File: config.mk
export PLATFORM = sky130hd
export DESIGN_NAME = ex_wb_pipeline
export DESIGN_NICKNAME = d
export VERILOG_FILES = /design/src/rtl/ex_wb_pipeline.sv
export SDC_FILE = /design/constraint.sdc
export NUM_CORES = 1
export LEC_CHECK = 0
export ABC_CLOCK_PERIOD_IN_PS = 10000
export BUFFER_PORTS_ARGS = -buffer_cell sky130_fd_sc_hd__buf_2
export CAP_MARGIN = 25
export CORE_AREA = 2 2 145 147
export DETAILED_ROUTE_END_ITERATION = 12
export DIE_AREA = 0 0 147 149
export PLACE_DENSITY = 0.69
export SLEW_MARGIN = 20
export SYNTH_ARGS = -nofsm -noshare
export SYNTH_HDL_FRONTEND = slang
export SYNTH_SLANG_ARGS = --single-unit
File: constraint.sdc
create_clock -name clk -period 10 [get_ports clk]
set_clock_uncertainty 0.05 [all_clocks]
set_input_delay 1 -clock clk [delete_from_list [all_inputs] [get_ports clk]]
set_output_delay 1 -clock clk [all_outputs]
set_load 0.02 [all_outputs]
File: src/rtl/ex_wb_pipeline.sv
// ---------------------------------------------------------------------------
// ex_wb_pipeline
// Back half of a five-stage integer pipeline: the EX/MEM and MEM/WB pipeline
// registers, the register-file write port, and a load-use hazard detector
// with a saturating stall counter.
//
// Writes to X31 are squashed where they enter EX/MEM, so a write enable is
// never paired with destination 31 further down the pipe. The hazard unit
// inserts at most one bubble per load. While it sits in HOLD the bubble
// occupies EX, so the load has already moved to MEM and forwarding covers
// the dependency from there.
//
// STALL_CNT_MAX sets the value at which stall_count stops counting.
// ---------------------------------------------------------------------------
module ex_wb_pipeline #(
   parameter logic [15:0] STALL_CNT_MAX = 16'hFFFF
) (
   input  logic        clk,
   input  logic        reset,
   input  logic        ex_valid,
   input  logic [4:0]  ex_rd,
   input  logic        ex_regwrite,
   input  logic        ex_memread,
   input  logic [63:0] ex_alu_result,
   input  logic        flush,
   input  logic [63:0] mem_rdata,
   input  logic [4:0]  id_regA,
   input  logic [4:0]  id_regB,
   output logic        ExRegWrite,
   output logic        MemRegWrite,
   output logic [4:0]  ExRd,
   output logic [4:0]  MemRd,
   output logic [63:0] ex_mem_result,
   output logic [63:0] mem_wb_result,
   output logic        wb_en,
   output logic [4:0]  wb_rd,
   output logic [63:0] wb_data,
   output logic        stall,
   output logic [15:0] stall_count
);

   typedef enum logic [0:0] {
      ST_RUN  = 1'b0,
      ST_HOLD = 1'b1
   } hz_state_t;

   hz_state_t r_state;
   logic      r_ex_memread;

   logic      w_ex_we;
   logic      w_ex_load;
   logic      w_hazard;
   logic      w_stall;

   // A surviving register write: real instruction, not squashed, not X31
   assign w_ex_we   = ex_valid & ex_regwrite & ~flush & (ex_rd != 5'd31);
   // A surviving load: its MEM-stage result comes from data memory
   assign w_ex_load = ex_valid & ex_memread & ~flush;
   // Load in EX whose destination is read by the instruction in ID
   assign w_hazard  = ex_valid & ex_memread & ex_regwrite & ~flush &
                      (ex_rd != 5'd31) &
                      ((ex_rd == id_regA) | (ex_rd == id_regB));

   // Stall request: only raised from RUN, never while reset is asserted
   always_comb begin
      w_stall = 1'b0;
      if (reset) begin
         w_stall = 1'b0;
      end else if (r_state == ST_RUN) begin
         w_stall = w_hazard;
      end else begin
         w_stall = 1'b0;
      end
   end

   assign stall = w_stall;

   // EX/MEM pipeline register: captures every edge, bubbles squashed entries
   always_ff @(posedge clk or posedge reset) begin
      if (reset) begin
         ExRegWrite    <= 1'b0;
         ExRd          <= 5'd31;
         ex_mem_result <= 64'd0;
         r_ex_memread  <= 1'b0;
      end else begin
         ExRegWrite    <= w_ex_we;
         ExRd          <= w_ex_we ? ex_rd : 5'd31;
         ex_mem_result <= ex_alu_result;
         r_ex_memread  <= w_ex_load;
      end
   end

   // MEM/WB pipeline register: selects load data or ALU result for write-back
   always_ff @(posedge clk or posedge reset) begin
      if (reset) begin
         MemRegWrite   <= 1'b0;
         MemRd         <= 5'd31;
         mem_wb_result <= 64'd0;
      end else begin
         MemRegWrite   <= ExRegWrite;
         MemRd         <= ExRd;
         mem_wb_result <= r_ex_memread ? mem_rdata : ex_mem_result;
      end
   end

   // Hazard FSM and saturating stall counter
   always_ff @(posedge clk or posedge reset) begin
      if (reset) begin
         r_state     <= ST_RUN;
         stall_count <= 16'd0;
      end else begin
         case (r_state)
            ST_RUN: begin
               if (w_stall) begin
                  r_state <= ST_HOLD;
               end else begin
                  r_state <= ST_RUN;
               end
            end
            ST_HOLD: begin
               r_state <= ST_RUN;
            end
            default: begin
               r_state <= ST_RUN;
            end
         endcase
         if (w_stall && (stall_count < STALL_CNT_MAX)) begin
            stall_count <= stall_count + 16'd1;
         end
      end
   end

   // Register-file write port mirrors the MEM/WB register
   assign wb_en   = MemRegWrite;
   assign wb_rd   = MemRd;
   assign wb_data = mem_wb_result;

endmodule

==> results.md <==
- Register area share after synthesis: between 60% and 70%
- Site Rows: between 50 and 60
- Ys async rst share: 100%
- Area of the core: between 0.02 and 0.025 mm2
- Global placement routability congestion: 0.807
- Synth-to-Final Area Change: 38.4%
- Worst Path Required: between 8 and 9 ns
- Final TNS setup: 0 ns
- Flops & latches, synth: 158
- EDFF count, synth: 0
- Syn Nets: roughly 550
- Syn_area_per_cell: around 15 um2
- CTS Sinks: 158
- Most frequent cell after synthesis: dfrtp_1
- Vias/cell: about 4.2
- Hold path cells: 0
- Post-synth top cells: dfrtp_1 (148), buf_4 (70), mux2_2 (60), xnor2_1 (23), nand3_1 (13)
- Worst Max-Slew Pin Slew: 0.960 ns
- Routed Antenna Nets: 0
- Worst R2R Path Depth: 5
- Static Leakage: around 4 nW
- Max_cap viols: 0
- Final setup viols: 0
- WL per Instance: ~17 um
- Outcome: completed
- Detailed-route DRC error count: 0
- Num CTS Buffers: 17
- Post-DP HPWL: 12.8 mm
- Startpoint Class: input pin
- Main area contributors after synthesis: dfrtp_1 (62%), mux2_2 (11%), buf_4 (8.9%), dfstp_2 (4.4%), xnor2_1 (3.4%)
- R2r setup slk: 8.23 ns
- # Post-CTS Setup Buffers: 0
- Routed Wire Length: around 17 mm
- Crit-path max FO: 5
- Final period util: 32.9%
- Total GRT Usage: roughly 15%
- Crit path DAT: between 2 and 2.5 ns
- Synth warnings: 0
- Final hold viol count: 0
- TritonCTS clock tree: done
- RSZ-0062 raised after global routing: no
- Hold EP: MemRd[1]$_DFF_PP1_
- Slew Limit Fails: 0
- Critical Path Max Stage Delay: about 0.47 ns
- VDD IR max: roughly 97 uV
- Hold_buf cts: 0
- Filler cell count: just under 2000
- Cell Pwr Density: approximately 190 mW/mm2
- Setup CP Type: in -> out
- DIE WIDTH: roughly 150 um
- Starting Density: between 20% and 30%
- HP Start: ExRd[1]$_DFF_PP1_
- CTS Root Cell: clkbuf_16
- Syn Inst Count: around 400
- Prevailing post-synth register cell: dfrtp_1
- Vias in the first global route: slightly above 4000
- Max clock buf depth: 2
- # port buffers: around 380
- Iter 0 DRT Violations: 93
- CTS clk-pin slew, worst paths: approximately 0.060 ns
- First-pass GRT wire length: between 20 and 25 mm
- Final core utilization: 39.9%
- Gr ovfl total: 0
- Critical path's slowest cell: o21ai_1
- Die height: between 100 and 150 um
- Top-area cell type share of the netlist area: 62.5%
- H-tree depth: 4
- Area leader, netlist: dfrtp_1
- Fraction of layout cells with a size suffix above 1: around 68%
- Crit path cell chain: buf_2, nand3_1, o21ai_1, nor2_1, and2_1, buf_2
- Syn Std Cell Area: ~0.0059 mm2
- Largest net degree at the start of global routing: 83
- Total die area: 0.0219 mm2
- Vias: between 4000 and 5000
- R2R Path End: stall_count[13]$_DFFE_PP0P_
- Max Clock Freq: 304 MHz
- Fin crit period: around 3.3 ns
- Post-synth cell types: 33
- Slew headroom: a little over a third
- Post_cts resized: 0
- Min-delay worst type: reg -> reg
- Skew-Pair Late Insertion Delay: 0.41 ns
- CP most frequent cell: buf_2
- Pre-antenna DRT Iters: 4
- Initial antenna violation count: 2
- Ports: approximately 380
- Nets@finish: 862
- CP endpoint kind: primary output
- Worst r2r src: stall_count[0]$_DFFE_PP0P_
==> cells by family (layout without fill, tap and decap cells) <==
group / after synthesis / after routing / synth area share, %
flip-flops: 158 / 158 / 66.9
AO/OA/AOI/OAI: 5 / 5 / 0.928
multiplexers: 67 / 67 / 12.8
adder cells (fa/ha/maj): 1 / 1 / 0.211
AND/OR/NAND/NOR: 59 / 59 / 5.91
other: 0 / 1 / 0
XOR/XNOR: 23 / 23 / 3.40
buffers and inverters: 82 / 411 / 9.88
==> registers in the layout, indices dropped and copies added (netlist names) <==
| name | cells |
|---|---|
| ExRd | 5 |
| ExRegWrite | 1 |
| MemRd | 5 |
| r_ex_memread | 1 |
| mem_wb_result | 64 |
| r_state | 1 |
| ex_mem_result | 64 |
| stall_count | 16 |
| MemRegWrite | 1 |
==> routing by layer <==
| layer | vias up | part of all wire (%) | global-route usage, % |
|---|---|---|---|
| met4 | 2 | 1.2 | 4.66 |
| li1 | 1901 | - | - |
| met3 | 14 | 7.9 | 5.44 |
| met1 | 2072 | 40 | 18.1 |
| met2 | 172 | 50 | 24.0 |
| met5 | - | 0.078 | 0 |
==> per-stage QoR <==
| step | cell area (um2) | hold WS, ns | power (mW) | setup slack, ns | instances |
|---|---|---|---|---|---|
| final | 8200 | 0.316 | 1.54 | 6.71 | 1000 |
| after global routing | 8200 | 0.323 | 1.61 | 6.56 | 999 |
| after CTS | 8170 | 0.319 | 1.57 | 6.68 | 998 |
| after detailed placement | 7590 | 0.306 | 0.914 | 6.69 | 967 |
| after global placement | 7590 | 0.302 | 0.912 | 6.72 | 967 |
| after floorplan | 5930 | 0.351 | 0.839 | 4.70 | 395 |
==> cell usage in the layout, fill, tap and decap left out, drive strengths merged, types with 2 or more instances in the layout <==
master,instances
nor3,3
nand2,9
and4,3
nand4,9
xnor2,23
clkbuf,17
and2,5
clkinvlp,3
buf,377
bufinv,2
mux2,66
dfrtp,148
inv,9
dfstp,10
nor2,5
nand2b,5
and3,3
clkinv,3
nand3,15
==> worst max-delay path by stage <==
stage                     cells past startpoint                   end  startpoint
after floorplan                               1  ExRegWrite$_DFF_PP0_       reset
after global placement                        6                 stall    ex_rd[0]
after detailed placement                      6                 stall    ex_rd[4]
after CTS                                     6                 stall    ex_rd[4]
after global routing                          6                 stall    ex_rd[0]
final                                         6                 stall    ex_rd[2]
==> cell type report <==
cell class | count | area [um2] | area share [%]
clock inverters | 14 | 156 | 1.91
clock buffers | 17 | 425 | 5.19
diodes | 1 | 2.50 | 0.0305
well taps | 275 | 344 | 4.19
inverters | 3 | 16.3 | 0.198
multi-input cells | 155 | 1380 | 16.8
flip-flops and latches | 158 | 3970 | 48.4
repair buffers | 377 | 1910 | 23.3
==> worst max-delay path, delay by kind of cell <==
family | cells | cell delay, ns
and+or+nand+nor | 3 | 0.49
AOI/OAI and AO/OA | 1 | 0.47
buffers and inverters | 2 | 0.28
==> power by group <==
part	internal, mW	switching (mW)	total (mW)
sequential	0.674	0.0237	0.697
combinational	0.0780	0.125	0.203
clock	0.371	0.272	0.644
(Power assumes the default switching activity.)
